<file path="src/rtl/multdiv_pkg.sv">
// Shared types and constants for the iterative signed multiply/divide unit.
package multdiv_pkg;

  localparam int DEF_WIDTH = 32;
  localparam int DEF_CNT_W = 6;

  localparam logic [4:0] ALUOP_MUL = 5'b00110;
  localparam logic [4:0] ALUOP_DIV = 5'b00111;

  typedef enum logic [1:0] {
    IDLE = 2'd0,
    MUL  = 2'd1,
    DIV  = 2'd2,
    DONE = 2'd3
  } state_e;

endpackage

</file>
<file path="src/rtl/multdiv_if.sv">
// Processor-facing handshake of the multiply/divide unit: start strobes, operands, result and stall.
interface multdiv_if import multdiv_pkg::*; #(
  parameter int WIDTH = DEF_WIDTH
) ();

  logic             ctrl_MULT;
  logic             ctrl_DIV;
  logic [WIDTH-1:0] data_operandA;
  logic [WIDTH-1:0] data_operandB;
  logic [WIDTH-1:0] data_result;
  logic             data_exception;
  logic             data_resultRDY;
  logic             stall;

  modport master (
    output ctrl_MULT, ctrl_DIV, data_operandA, data_operandB,
    input  data_result, data_exception, data_resultRDY, stall
  );

  modport slave (
    input  ctrl_MULT, ctrl_DIV, data_operandA, data_operandB,
    output data_result, data_exception, data_resultRDY, stall
  );

endinterface

</file>
<file path="src/rtl/multdiv_datapath.sv">
// Unsigned shift-add multiplier and restoring divider registers, stepped by the multdiv_ctrl FSM.
// MULTDIV_EARLY_OUT_EN: report when the remaining multiplier bits are exhausted so MUL can stop early.
module multdiv_datapath import multdiv_pkg::*; #(
  parameter int WIDTH = DEF_WIDTH
) (
  input  logic               clock,
  input  logic               load_i,
  input  logic               mul_step_i,
  input  logic               div_step_i,
  input  logic [WIDTH-1:0]   a_mag_i,
  input  logic [WIDTH-1:0]   b_mag_i,
  output logic [2*WIDTH-1:0] prod_o,
  output logic [WIDTH-1:0]   quot_o,
  output logic               mul_exhaust_o
);

  logic [2*WIDTH-1:0] acc_q, acc_d;
  logic [2*WIDTH-1:0] mcand_q, mcand_d;
  logic [WIDTH-1:0]   mplier_q, mplier_d;
  logic [WIDTH-1:0]   rem_q, rem_d;
  logic [WIDTH-1:0]   quo_q, quo_d;
  logic [WIDTH-1:0]   divs_q, divs_d;
  logic [WIDTH:0]     rem_sh;
  logic               rem_ge;

  always_comb begin
    acc_d    = acc_q;
    mcand_d  = mcand_q;
    mplier_d = mplier_q;
    rem_d    = rem_q;
    quo_d    = quo_q;
    divs_d   = divs_q;
    // Dividend MSB enters the partial remainder as the quotient register shifts left.
    rem_sh   = {rem_q, quo_q[WIDTH-1]};
    rem_ge   = rem_sh >= {1'b0, divs_q};
    if (load_i) begin
      acc_d    = '0;
      mcand_d  = {{WIDTH{1'b0}}, a_mag_i};
      mplier_d = b_mag_i;
      rem_d    = '0;
      quo_d    = a_mag_i;
      divs_d   = b_mag_i;
    end else begin
      if (mul_step_i) begin
        if (mplier_q[0]) acc_d = acc_q + mcand_q;
        mcand_d  = mcand_q << 1;
        mplier_d = mplier_q >> 1;
      end
      if (div_step_i) begin
        if (rem_ge) begin
          rem_d = WIDTH'(rem_sh - {1'b0, divs_q});
          quo_d = {quo_q[WIDTH-2:0], 1'b1};
        end else begin
          rem_d = rem_sh[WIDTH-1:0];
          quo_d = {quo_q[WIDTH-2:0], 1'b0};
        end
      end
    end
  end

  always_ff @(posedge clock) begin
    acc_q    <= acc_d;
    mcand_q  <= mcand_d;
    mplier_q <= mplier_d;
    rem_q    <= rem_d;
    quo_q    <= quo_d;
    divs_q   <= divs_d;
  end

  // The controller latches these on the finishing edge, so they include that edge's step.
  assign prod_o = acc_d;
  assign quot_o = quo_d;

`ifdef MULTDIV_EARLY_OUT_EN
  assign mul_exhaust_o = (mplier_q == '0);
`else
  assign mul_exhaust_o = 1'b0;
`endif

endmodule

</file>
<file path="src/rtl/multdiv_ctrl.sv">
// Sequencing FSM, sign handling and result registers of the iterative signed multiply/divide unit.
// MULTDIV_EARLY_OUT_EN (in multdiv_datapath) lets MUL finish once the multiplier bits run out.
module multdiv_ctrl import multdiv_pkg::*; #(
  parameter int WIDTH = DEF_WIDTH,
  parameter int CNT_W = DEF_CNT_W
) (
  input logic      clock,
  input logic      reset,
  multdiv_if.slave bus
);

  localparam logic [CNT_W-1:0] LAST = CNT_W'(WIDTH-1);

  state_e                    state_q, state_d;
  logic [CNT_W-1:0]          count_q, count_d;
  logic [WIDTH-1:0]          result_q, result_d;
  logic                      exc_q, exc_d;
  logic                      sign_q, dvd_neg_q;
  logic                      load, mul_step, div_step;
  logic [WIDTH-1:0]          a_mag, b_mag;
  logic [2*WIDTH-1:0]        prod;
  logic [WIDTH-1:0]          quot;
  logic                      mul_exhaust;
  logic signed [2*WIDTH-1:0] prod_s;

  function automatic logic [WIDTH-1:0] magnitude(input logic [WIDTH-1:0] v);
    return v[WIDTH-1] ? -v : v;
  endfunction

  function automatic logic [WIDTH-1:0] apply_sign(input logic [WIDTH-1:0] v, input logic neg);
    return neg ? -v : v;
  endfunction

  // Product overflows when the high word is not a sign extension of the low word.
  function automatic logic mul_ovf(input logic signed [2*WIDTH-1:0] p);
    return p[2*WIDTH-1:WIDTH] != {WIDTH{p[WIDTH-1]}};
  endfunction

  assign a_mag  = magnitude(bus.data_operandA);
  assign b_mag  = magnitude(bus.data_operandB);
  assign prod_s = sign_q ? -$signed(prod) : $signed(prod);

  multdiv_datapath #(.WIDTH(WIDTH)) u_dp (
    .clock         (clock),
    .load_i        (load),
    .mul_step_i    (mul_step),
    .div_step_i    (div_step),
    .a_mag_i       (a_mag),
    .b_mag_i       (b_mag),
    .prod_o        (prod),
    .quot_o        (quot),
    .mul_exhaust_o (mul_exhaust)
  );

  always_comb begin
    state_d  = state_q;
    count_d  = count_q;
    result_d = result_q;
    exc_d    = exc_q;
    load     = 1'b0;
    mul_step = 1'b0;
    div_step = 1'b0;
    case (state_q)
      IDLE: begin
        if (bus.ctrl_MULT) begin
          state_d = MUL;
          count_d = '0;
          load    = 1'b1;
        end else if (bus.ctrl_DIV) begin
          // A zero divisor never enters the iteration, so stall stays low.
          if (bus.data_operandB == '0) begin
            state_d  = DONE;
            result_d = '0;
            exc_d    = 1'b1;
          end else begin
            state_d = DIV;
            count_d = '0;
            load    = 1'b1;
          end
        end
      end
      MUL: begin
        mul_step = 1'b1;
        count_d  = count_q + CNT_W'(1);
        if (count_q == LAST || mul_exhaust) begin
          state_d  = DONE;
          result_d = prod_s[WIDTH-1:0];
          exc_d    = mul_ovf(prod_s);
        end
      end
      DIV: begin
        div_step = 1'b1;
        count_d  = count_q + CNT_W'(1);
        if (count_q == LAST) begin
          state_d  = DONE;
          result_d = apply_sign(quot, sign_q);
          // Only a negative dividend can reach 2^(WIDTH-1) in magnitude with a positive quotient.
          exc_d    = dvd_neg_q & ~sign_q & quot[WIDTH-1];
        end
      end
      DONE:    state_d = IDLE;
      default: state_d = IDLE;
    endcase
  end

  always_ff @(posedge clock or negedge reset) begin
    if (!reset) begin
      state_q  <= IDLE;
      count_q  <= '0;
      result_q <= '0;
      exc_q    <= 1'b0;
    end else begin
      state_q  <= state_d;
      count_q  <= count_d;
      result_q <= result_d;
      exc_q    <= exc_d;
    end
  end

  always_ff @(posedge clock) begin
    if (load) begin
      sign_q    <= bus.data_operandA[WIDTH-1] ^ bus.data_operandB[WIDTH-1];
      dvd_neg_q <= bus.data_operandA[WIDTH-1];
    end
  end

  assign bus.data_result    = result_q;
  assign bus.data_exception = exc_q;
  assign bus.data_resultRDY = (state_q == DONE);
  assign bus.stall          = (state_q == MUL) || (state_q == DIV);

endmodule

</file>
<file path="src/flat_wrapper.sv">
// flat-port wrapper written by rule: the top's interface ports become plain ports
module multdiv_ctrl_flat import multdiv_pkg::*;
#(
  parameter int WIDTH = DEF_WIDTH,
  parameter int CNT_W = DEF_CNT_W
)
  (clock, reset, bus_ctrl_MULT, bus_ctrl_DIV, bus_data_operandA, bus_data_operandB, bus_data_result, bus_data_exception, bus_data_resultRDY, bus_stall);
  multdiv_if #(.WIDTH(WIDTH)) bus_i ();
  input logic clock;
  input logic reset;
  input wire logic [$bits(bus_i.ctrl_MULT)-1:0] bus_ctrl_MULT;
  input wire logic [$bits(bus_i.ctrl_DIV)-1:0] bus_ctrl_DIV;
  input wire logic [$bits(bus_i.data_operandA)-1:0] bus_data_operandA;
  input wire logic [$bits(bus_i.data_operandB)-1:0] bus_data_operandB;
  output wire logic [$bits(bus_i.data_result)-1:0] bus_data_result;
  output wire logic [$bits(bus_i.data_exception)-1:0] bus_data_exception;
  output wire logic [$bits(bus_i.data_resultRDY)-1:0] bus_data_resultRDY;
  output wire logic [$bits(bus_i.stall)-1:0] bus_stall;
  assign bus_i.ctrl_MULT = bus_ctrl_MULT;
  assign bus_i.ctrl_DIV = bus_ctrl_DIV;
  assign bus_i.data_operandA = bus_data_operandA;
  assign bus_i.data_operandB = bus_data_operandB;
  assign bus_data_result = bus_i.data_result;
  assign bus_data_exception = bus_i.data_exception;
  assign bus_data_resultRDY = bus_i.data_resultRDY;
  assign bus_stall = bus_i.stall;
  multdiv_ctrl #(.WIDTH(WIDTH), .CNT_W(CNT_W)) u_core (.clock(clock), .reset(reset), .bus(bus_i));
endmodule
</file>
<file path="config.mk">
export PLATFORM = sky130hd
export DESIGN_NAME = multdiv_ctrl_flat
export DESIGN_NICKNAME = d
export VERILOG_FILES = /design/src/rtl/multdiv_pkg.sv /design/src/rtl/multdiv_if.sv /design/src/rtl/multdiv_datapath.sv /design/src/rtl/multdiv_ctrl.sv /design/src/flat_wrapper.sv
export SDC_FILE = /design/constraint.sdc
export NUM_CORES = 1
export LEC_CHECK = 0
export BUFFER_PORTS_ARGS = -buffer_cell sky130_fd_sc_hd__buf_4
export CORE_MARGIN = 10
export CORE_UTILIZATION = 45
export CTS_BUF_LIST = sky130_fd_sc_hd__clkbuf_4 sky130_fd_sc_hd__clkbuf_8 sky130_fd_sc_hd__clkbuf_16
export DETAILED_ROUTE_END_ITERATION = 16
export PLACE_DENSITY_LB_ADDON = 0.05
export SYNTH_ARGS = -nofsm -noshare
export SYNTH_HDL_FRONTEND = slang
export SYNTH_HIERARCHICAL = 1
export SYNTH_SLANG_ARGS = --single-unit
</file>
<file path="constraint.sdc">
create_clock -name clock -period 7.8 [get_ports clock]
set_input_delay 0.78 -clock clock [delete_from_list [all_inputs] [get_ports clock]]
set_output_delay 0.78 -clock clock [all_outputs]
set_load 0.005 [all_outputs]
</file>
## Yosys cells after proc, flatten, opt, wreduce, memory -nomap -nowiden

Index checks and enable logic that the tools add are counted.

- Flip-flop bits (word level): 299
- Input port bits: 68
- Word-level logic and storage cells: 90

- Add/subtract/negate cells: 7
- Magnitude comparators: 1
- Equal/unequal tests: 13
- Muxes and demuxes: 42
- Bitwise operators: 4
- Reductions and logical operators: 10

Operators with widths:

| kind | count |
|---|---|
| $mux 32 | 15 |
| $mux 64 | 4 |
| $neg 32->32 | 3 |
| $pmux 32 s3 | 1 |
| $add 64x64->64 | 1 |
| $neg 64->64 | 1 |
| $ge 33x32->1 | 1 |
| $logic_not 32->1 | 1 |
| $ne 32x32->1 | 1 |
| $sub 32x32->32 | 1 |
| $mux 6 | 3 |
| $mux 1 | 13 |
| $pmux 6 s2 | 1 |
| $ne 2x1->1 const B | 4 |
| $add 6x1->6 const B | 1 |
| $eq 6x5->1 const B | 1 |
| $mux 2 | 3 |
| $ne 3x3->1 const B | 2 |
| $pmux 2 s3 | 1 |
| $reduce_and 6->1 | 1 |
| $eq 2x2->1 const B | 2 |
| $ne 2x2->1 const B | 2 |
| $reduce_bool 2->1 | 2 |
| $pmux 1 s3 | 1 |
| other kinds (10) | 11 |

## Logic depth before layout (Yosys ltp)

Gate-level depths: netlist of run 1.

- Word-level depth: 11
- Gate-level depth with buffers: 24
- Depth with buffers taken out: 22

## Modules after synthesis

The synthesis of run 1 kept the hierarchy.

By module, submodules not included:

| module | times used | cells each | area each (um^2) | sequential area each (um^2) |
|---|---|---|---|---|
| multdiv_datapath | 1 | 1,719 | 15,179.6 | 6,085.8 |
| multdiv_ctrl | 1 | 794 | 6,012.0 | 1,086.0 |

## Worst setup path after synthesis of run 1

OpenSTA, ideal clock, no wires.

- Path type: input to register
- Start: input port bus_data_operandB[14]
- End: register u_core.result_q[28], in the netlist u_core/bus.data_result[28]
- Setup time: 134 ps
- Arrival time: 6,771 ps
- Required time: 7,666 ps
- Slack: 895 ps
- Cell stages on the path: 23
- Path buffers: 4
- Path through: or4_4 or4_4 or4_4 o41a_1 o21ai_1 inv_1 clkbuf_1 clkbuf_1 clkbuf_1 clkbuf_1 nand2_1 o21ai_0 inv_1 ha_1 or3b_2 nor4_1 nand3_1 or3_1 or4_1 o21ai_0 xnor2_1 a22oi_1 o21ai_0

- Longest elaborated chain between the ends: 10

RTL lines:

| what | RTL line | RTL |
|---|---|---|
| from (decl) | flat_wrapper.sv:14 | `input wire logic [$bits(bus_i.data_operandB)-1:0] bus_data_operandB;` |
| $logic_not 32->1 | multdiv_ctrl.sv:71 | `if (bus.data_operandB == '0) begin` |
| $mux 1 | multdiv_ctrl.sv:71 |  |
| $mux 1 | multdiv_ctrl.sv:69 | `end else if (bus.ctrl_DIV) begin` |
| $mux 1 | multdiv_ctrl.sv:65 | `if (bus.ctrl_MULT) begin` |
| $mux 1 | multdiv_ctrl.sv:63 | `case (state_q)` |
| via u_core.load | multdiv_ctrl.sv:19 | `logic load, mul_step, div_step;` |
| $mux 32 | multdiv_datapath.sv:36 | `if (load_i) begin` |
| via u_core.quot[1] | multdiv_ctrl.sv:22 | `logic [WIDTH-1:0] quot;` |
| $neg 32->32 | multdiv_ctrl.sv:31 | `return neg ? -v : v;` |
| $mux 32 | multdiv_ctrl.sv:31 |  |
| $mux 32 | multdiv_ctrl.sv:94 | `if (count_q == LAST) begin` |
| $pmux 32 s3 | multdiv_ctrl.sv:63 |  |
| to (signal assigned) | multdiv_ctrl.sv:115 | `result_q <= result_d;` |
| to (decl) | multdiv_ctrl.sv:16 | `logic [WIDTH-1:0] result_q, result_d;` |

The timed path passes the listed nets, and every way through them passes these cells. The select of a mux whose other input is x is not followed.
A chain may end at the register's enable or synchronous reset.

## Worst setup path after layout of run 1

- Start: register u_core.u_dp.mcand_q[0]
- End: register u_core.exc_q, in the netlist u_core/bus.data_exception

- Longest elaborated chain between the ends: 9

RTL lines:

| what | RTL line | RTL |
|---|---|---|
| from (decl) | multdiv_datapath.sv:18 | `logic [2*WIDTH-1:0] mcand_q, mcand_d;` |
| from (signal assigned) | multdiv_datapath.sv:63 | `mcand_q <= mcand_d;` |
| $add 64x64->64 * | multdiv_datapath.sv:45 | `if (mplier_q[0]) acc_d = acc_q + mcand_q;` |
| $mux 64 * | multdiv_datapath.sv:45 |  |
| $mux 64 * | multdiv_datapath.sv:44 | `if (mul_step_i) begin` |
| $mux 64 * | multdiv_datapath.sv:36 |  |
| via u_core.prod[52] | multdiv_ctrl.sv:21 | `logic [2*WIDTH-1:0] prod;` |
| $neg 64->64 | multdiv_ctrl.sv:41 | `assign prod_s = sign_q ? -$signed(prod) : $signed(prod);` |
| $mux 64 * | multdiv_ctrl.sv:41 |  |
| $ne 32x32->1 * | multdiv_ctrl.sv:36 | `return p[2*WIDTH-1:WIDTH] != {WIDTH{p[WIDTH-1]}};` |
| $mux 1 * | multdiv_ctrl.sv:85 | `if (count_q == LAST \|\| mul_exhaust) begin` |
| $pmux 1 s3 * | multdiv_ctrl.sv:63 |  |
| to (signal assigned) | multdiv_ctrl.sv:111 | `exc_q <= 1'b0;` |
| to (signal assigned) | multdiv_ctrl.sv:116 | `exc_q <= exc_d;` |
| to (decl) | multdiv_ctrl.sv:17 | `logic exc_q, exc_d;` |

Mark *: on every way through the listed nets, which the timed path passes. The rest lies on a longest branch. The select of a mux whose other input is x is not followed.

==> results of run 1 <==
per-layer routing:
layer,up-vias,wire [um],global-route usage [%]
met2,538,28200,33.9
met1,9090,31800,32.0
met5,-,0,0
met3,86,4030,3.75
li1,9262,-,-
met4,0,1550,6.60
stage by stage:
step                      util, %  hold slack, ns
after floorplan                 -           0.450
after global placement       48.3           0.465
after detailed placement     48.3           0.467
after CTS                    51.3           0.228
after global routing         51.3           0.271
final                        51.3           0.245
final cells by class:
| class | instances | area [um2] | share of cell area [%] |
|---|---|---|---|
| clock buffer | 47 | 1060 | 4.42 |
| multi-input combinational | 1963 | 13100 | 54.6 |
| inverter | 105 | 402 | 1.68 |
| clock inverter | 20 | 367 | 1.53 |
| timing repair buffer | 142 | 1080 | 4.51 |
| sequential | 299 | 7170 | 30.0 |
| tap | 607 | 759 | 3.18 |
registers in the layout (all words and copies together), names as in the netlist:
name                       count
u_core/bus.data_exception      1
u_core/bus.data_result        32
u_core/count_q                 6
u_core/dvd_neg_q               1
u_core/sign_q                  1
u_core/state_q                 2
u_core/u_dp/acc_q             64
u_core/u_dp/divs_q            32
u_core/u_dp/mcand_q           64
u_core/u_dp/mplier_q          32
u_core/u_dp/quo_q             32
u_core/u_dp/rem_q             32
kinds of logic (layout without fill, tap and decap cells):
logic type | count (synthesis) | in the layout | synth area share, %
AND/OR/NAND/NOR | 797 | 797 | 18.4
buffers and inverters | 251 | 314 | 4.74
XOR/XNOR | 220 | 220 | 9.09
AO/OA/AOI/OAI | 739 | 739 | 22.7
flip-flops | 299 | 299 | 33.8
multiplexers | 99 | 99 | 4.87
other | 1 | 1 | 0.0177
adder cells (fa/ha/maj) | 107 | 107 | 6.39
worst paths after layout:
check,slack [ns],to,cells past startpoint,from
setup / recovery,1.08,u_core/bus.data_exception,24,u_core/u_dp/mcand_q[0]
hold / removal,0.24,u_core/bus.data_result[25],1,reset
setup reg to reg,1.08,u_core/bus.data_exception,24,u_core/u_dp/mcand_q[0]
hold reg to reg,0.48,u_core/bus.data_result[6],2,u_core/bus.data_result[6]
max in group asynchronous,7.12,u_core/state_q[0],1,reset
min in group clock,0.47,u_core/u_dp/divs_q[0],1,bus_data_operandB[0]
synthesized netlist by cell type (15+ instances only):
cell type	number	area, um2
nand2b_1	26	163
mux2i_1	67	671
a21oi_1	177	886
a31oi_1	22	138
clkbuf_1	101	379
inv_1	104	390
dfrtp_1	41	1030
or4_1	18	135
edfxtp_1	98	2940
o21bai_1	17	128
ha_1	105	1310
o21ai_0	189	946
o31ai_1	64	480
dfxtp_1	160	3200
nand3_1	56	280
nand2_1	291	1090
o21a_1	15	113
xor2_1	57	499
o41ai_1	22	193
o211ai_1	19	143
mux2_2	32	360
nor3_1	38	190
nand4_1	47	294
a211oi_1	28	210
buf_2	24	120
and3_1	23	144
nor4_1	26	163
or3_1	34	213
a21o_1	60	450
a22oi_1	32	240
xnor2_1	163	1430
nor2_1	159	597
power groups by stage:
| stage | Combinational [mW] | Clock (mW) | Sequential (mW) |
|---|---|---|---|
| final | 6.46 | 2.00 | 2.68 |
| after global routing | 7.11 | 2.11 | 2.74 |
| after CTS | 6.39 | 2.05 | 2.67 |
| after detailed placement | 6.35 | 0 | 2.70 |
| after global placement | 6.33 | 0 | 2.69 |
| after floorplan | 4.70 | 0 | 2.57 |
critical path: cells and delay by family (launching register included):
kind            cells  cell delay, ns
simple gates        7            2.54
compound gates     11            2.52
fa+ha+maj           2            0.61
buf+inv             3            0.39
flops               1            0.36
xor+xnor            1            0.17
==> metrics.yaml, run 1 <==
pwr:
  pwr-share-comb_pct: 58.0
  clock_power_share_pct: 18.0
  leakagePower_nw: 9.72
  totalPowerFinal_mw: 11.1
  intPower_mw: 5.95
  irDropWorstVdd_uv: 425
  p_per_area_nw_per_um2: 466
  power_switching_mw: 5.20
  seq_power_share_pct: 24.0
  switching_share_pct: 46.6
final_layout:
  fill_cells: 4444
  antenna_cells: 0
  mostFrequentLayoutCells: "nand2_1, o21ai_0, a21oi_1, xnor2_1, dfxtp_1"
  fin_cells: 3183
  post_route_cells_drive_above_1_share_pct: 11.5
  area_growth_pct: 12.7
  final_cell_area_um2: 23900
  nNetsFinal: 2723
  final_common_cell: "nand2_1"
placement:
  place_hpwl_mm: 48.2
  numPortBuffers: 102
  place_area_um2: 22500
  gp_congestion: 0.931
  preCtsSetupSlack_ns: 0.757
  place_inst: 3116
setup_path:
  crit_path_end_kind: "flop"
  worstPathArrival_ns: 7.15
  worst_path_max_delay_cell: "nor4_1"
  critPathLaunchType: "flop"
  required_ns: 8.23
  crit_fanout: 6
  cpPeakStageDelay_ns: 0.64
  cp_cell_sequence: "ha_1 > inv_1 > fa_1 > nand2b_1 > a21oi_1 > o31a_2 > o41ai_2 > buf_4 > o41ai_4 > a31oi_2 > o21ai_0 > a31oi_1 > xor2_1 > o21ai_0 > buf_4 > or4_1 > nor4_1 > nand3_1 > or4_1 > nand4_1 > or4b_1 > o31a_2 > a2111oi_4 > a31oi_1"
  crit_type: "flop to flop"
die:
  start_util_pct: 45.5
  die_h_um: 237
  coreArea_um2: 46600
  die_w_um: 237
  rows: 79
  die_area_um2: 56200
  io_pins: 103
grt:
  globalRouteTotalUtil_pct: 22.4
  grt_pass1_vias: 18300
  grt_pass1_wl_mm: 103
  grt-ovfl-total: 0
  grt_max_degree: 153
  antenna_found_initial: 0
timing:
  hold_viol: 0
  fin_ws_ns: 1.08
  max_freq_mhz: 149
  tns_ns: 0
  slew_headroom_pct: 11.9
  slew_violations: 0
  worst_pin_slew_ns: 1.30
  finalCritPeriodShare_pct: 86.1
  grt_setup_unrepaired: "no"
  setup-violations-final: 0
  min_period_ns: 6.72
  skew_ns: 0.0212
route:
  wl_per_cell_um: 20.6
  drt-total-wl_mm: 65.5
  drt_iter0_markers: 1600
  firstDrtPassIters: 7
  postRouteAntennaNets: 0
  vias: 19000
  vias_per_cell: 5.96
  drcViolationCount: 0
synth:
  syn_avg_cell_area_um2: 8.43
  synth_seq_area_share_pct: 33.8
  synth_edf_count: 98
  synthCells: 2513
  synth_flop_cell: "dfxtp_1"
  netlist_area_um2: 21200
  synth-warning-count: 6
  ys_async_sr_fraction_pct: 13.7
  synth_nets: 2688
  ys_types: 94
  ys_ff_latch: 299
min_path:
  hold_class: "input pin to async pin"
run:
  maxCapViolCount: 0
outcome:
  outcome: "complete, no violations"
cts:
  cts.path.max_buffers: 3
  cts_num_sinks: 299
  cts_tree: "done"
  cts_hold_buffers: 0
  cts_max_level: 2
  ctsResizeCount: 0
  cts_setup_buffers: 0
  cts_root_buf: "clkbuf_16"
  clock_latency_ns: 0.56
  cts_buffers: 37
  clkTransAtPathRegs_ns: 0.06
Power figures use the tool's default switching activity.
==> run 2: changes to the inputs <==
--- a/config.mk
+++ b/config.mk
@@ -12,2 +12,3 @@
 export DETAILED_ROUTE_END_ITERATION = 16
+export MAX_ROUTING_LAYER = met4
 export PLACE_DENSITY_LB_ADDON = 0.05
==> constraint.sdc (replaced) <==
create_clock -name clock -period 7.8 [get_ports clock]
set_input_delay 1.17 -clock clock [delete_from_list [all_inputs] [get_ports clock]]
set_output_delay 1.17 -clock clock [all_outputs]
set_load 0.005 [all_outputs]
==> run 2 against run 1 <==
  * Via count grew 0.40%
  * Critical path depth shrank 1
  * Utilization is essentially flat
  * Non-clock buffer count grew 6
  * Clock-buffer cell count grew 10
  * Clock power shrank 5%
  * Worst setup slack lost 0.29 ns
  * Register-to-register slack lost 0.29 ns
  * First-iteration DRC count grew 4.9%
  * Routed wire length grew 0.48%
  * Sequential power is essentially flat
  * Clock skew grew 0.010 ns
  * Largest power group unchanged
  * Highest routed layer unchanged
==> metrics.yaml, run 2 (same netlist as run 1, synthesis figures left out) <==
final_layout:
  mostFrequentLayoutCells: "nand2_1, o21ai_0, a21oi_1, xnor2_1, dfxtp_1"
  final_core_utilization_pct: 51.3
  final_cell_area_um2: 23900
  post_route_cells_drive_above_1_share_pct: 11.9
  antenna_cells: 0
  reg_top3: "u_core/u_dp/acc_q (64), u_core/u_dp/mcand_q (64)"
  area_growth_pct: 12.8
  nNetsFinal: 2731
  final_common_cell: "nand2_1"
  fin_cells: 3194
die:
  coreArea_um2: 46600
  start_util_pct: 45.5
  io_pins: 103
  rows: 79
  die_area_um2: 56200
  die_w_um: 237
  die_h_um: 237
setup_path:
  crit_fanout: 6
  critPathLaunchType: "flop"
  cp_cell_sequence: "ha_1 > inv_1 > fa_1 > nand2b_1 > a211oi_1 > o2111ai_1 > a31oi_1 > a21oi_1 > o21a_1 > o21ai_0 > xor2_1 > nand2_1 > a21oi_1 > buf_4 > or4_1 > nor4_1 > nand3_1 > or4_1 > nand4_1 > or4b_1 > o31a_2 > a2111oi_4 > a31oi_1"
  critical-path-top-delay-family: "simple AND/OR/NAND/NOR gates"
  required_ns: 8.23
  worst_path_max_delay_cell: "nor4_1"
  crit_type: "flop to flop"
  worstPathArrival_ns: 7.44
  path_buf_inv: 2
  cpPeakStageDelay_ns: 0.68
  crit_path_end_kind: "flop"
pwr:
  totalPowerFinal_mw: 11.1
  irDropWorstVdd_uv: 414
  leakagePower_nw: 9.75
  p_per_area_nw_per_um2: 465
route:
  drcViolationCount: 0
  drt_iter0_markers: 1678
  wl_per_cell_um: 20.6
  firstDrtPassIters: 7
  vias_per_cell: 5.96
  vias: 19100
  postRouteAntennaNets: 0
  drt-total-wl_mm: 65.8
placement:
  numPortBuffers: 102
  place_area_um2: 22500
  place_hpwl_mm: 48.6
  place_inst: 3122
  preCtsSetupSlack_ns: 0.377
  gp_congestion: 0.898
timing:
  hold_viol: 0
  fin_ws_ns: 0.793
  max_freq_mhz: 143
  setup-violations-final: 0
  finalCritPeriodShare_pct: 89.8
  holdWs_ns: 0.486
  worst_pin_slew_ns: 1.23
  grt_setup_unrepaired: "no"
  slew_headroom_pct: 17.5
  slew_violations: 0
  skew_ns: 0.0314
  min_period_ns: 7.01
  tns_ns: 0
cts:
  cts_hold_buffers: 0
  ctsResizeCount: 0
  cts.path.max_buffers: 3
  cts_root_buf: "clkbuf_16"
  clock_latency_ns: 0.57
  cts_buffers: 39
  cts_max_level: 2
  cts_tree: "done"
  clkTransAtPathRegs_ns: 0.06
  cts_setup_buffers: 0
  cts_num_sinks: 299
grt:
  grt_pass1_wl_mm: 104
  grt_pass1_vias: 18200
  grt-ovfl-total: 0
  globalRouteTotalUtil_pct: 23.1
  antenna_found_initial: 0
  grt_max_degree: 134
run:
  maxCapViolCount: 0
outcome:
  outcome: "complete, no violations"
min_path:
  hold_class: "flop to flop"
-- run 2: cell types whose count changed in the layout (fill, tap and decap cells not counted), sizes merged --
cell | before | now
buf | 142 | 148
bufinv | 10 | 4
clkinv | 7 | 10
clkinvlp | 2 | 0
clkbuf | 47 | 57
-- run 2: area by class of cell --
cell class              instances  area, um2
clock buffers                  57       1180
clock inverters                15        194
fillers                      4458      22700
inverters                     105        402
multi-input cells            1963      13100
flip-flops and latches        299       7170
well taps                     607        759
repair buffers                148       1140
-- run 2: power breakdown --
group	total (mW)	switching [mW]	internal [mW]
sequential	2.70	0.362	2.34
clock	1.91	0.729	1.19
combinational	6.50	4.16	2.35
-- run 2: worst paths after layout --
kind	start	endpoint	slack, ns	depth (start not counted)
max reg2reg	u_core/u_dp/mcand_q[0]	u_core/bus.data_exception	0.79	23
min reg2reg	u_core/bus.data_result[4]	u_core/bus.data_result[4]	0.49	2
min	u_core/bus.data_result[4]	u_core/bus.data_result[4]	0.49	2
min in group asynchronous	reset	u_core/bus.data_result[26]	0.61	1
max in group asynchronous	reset	u_core/bus.data_result[29]	6.76	1
max	u_core/u_dp/mcand_q[0]	u_core/bus.data_exception	0.79	23
-- run 2: worst reg2reg max path, cell delays in order (launching register included) --
cell	delay [ns]
edfxtp_1	0.36
ha_1	0.20
inv_1	0.07
fa_1	0.40
nand2b_1	0.23
a211oi_1	0.51
o2111ai_1	0.26
a31oi_1	0.44
a21oi_1	0.32
o21a_1	0.33
o21ai_0	0.24
xor2_1	0.09
nand2_1	0.07
a21oi_1	0.07
buf_4	0.19
or4_1	0.56
nor4_1	0.68
nand3_1	0.27
or4_1	0.47
nand4_1	0.10
or4b_1	0.44
o31a_2	0.16
a2111oi_4	0.31
a31oi_1	0.13
-- run 2: routing by layer --
layer  routed length [um]  GRT usage (%)  vias up
met2                28700           34.3      534
li1                     -              -     9268
met4                 1040           4.67        0
met1                32800           32.9     9175
met3                 3340           3.29       75
met5                    0              -        -
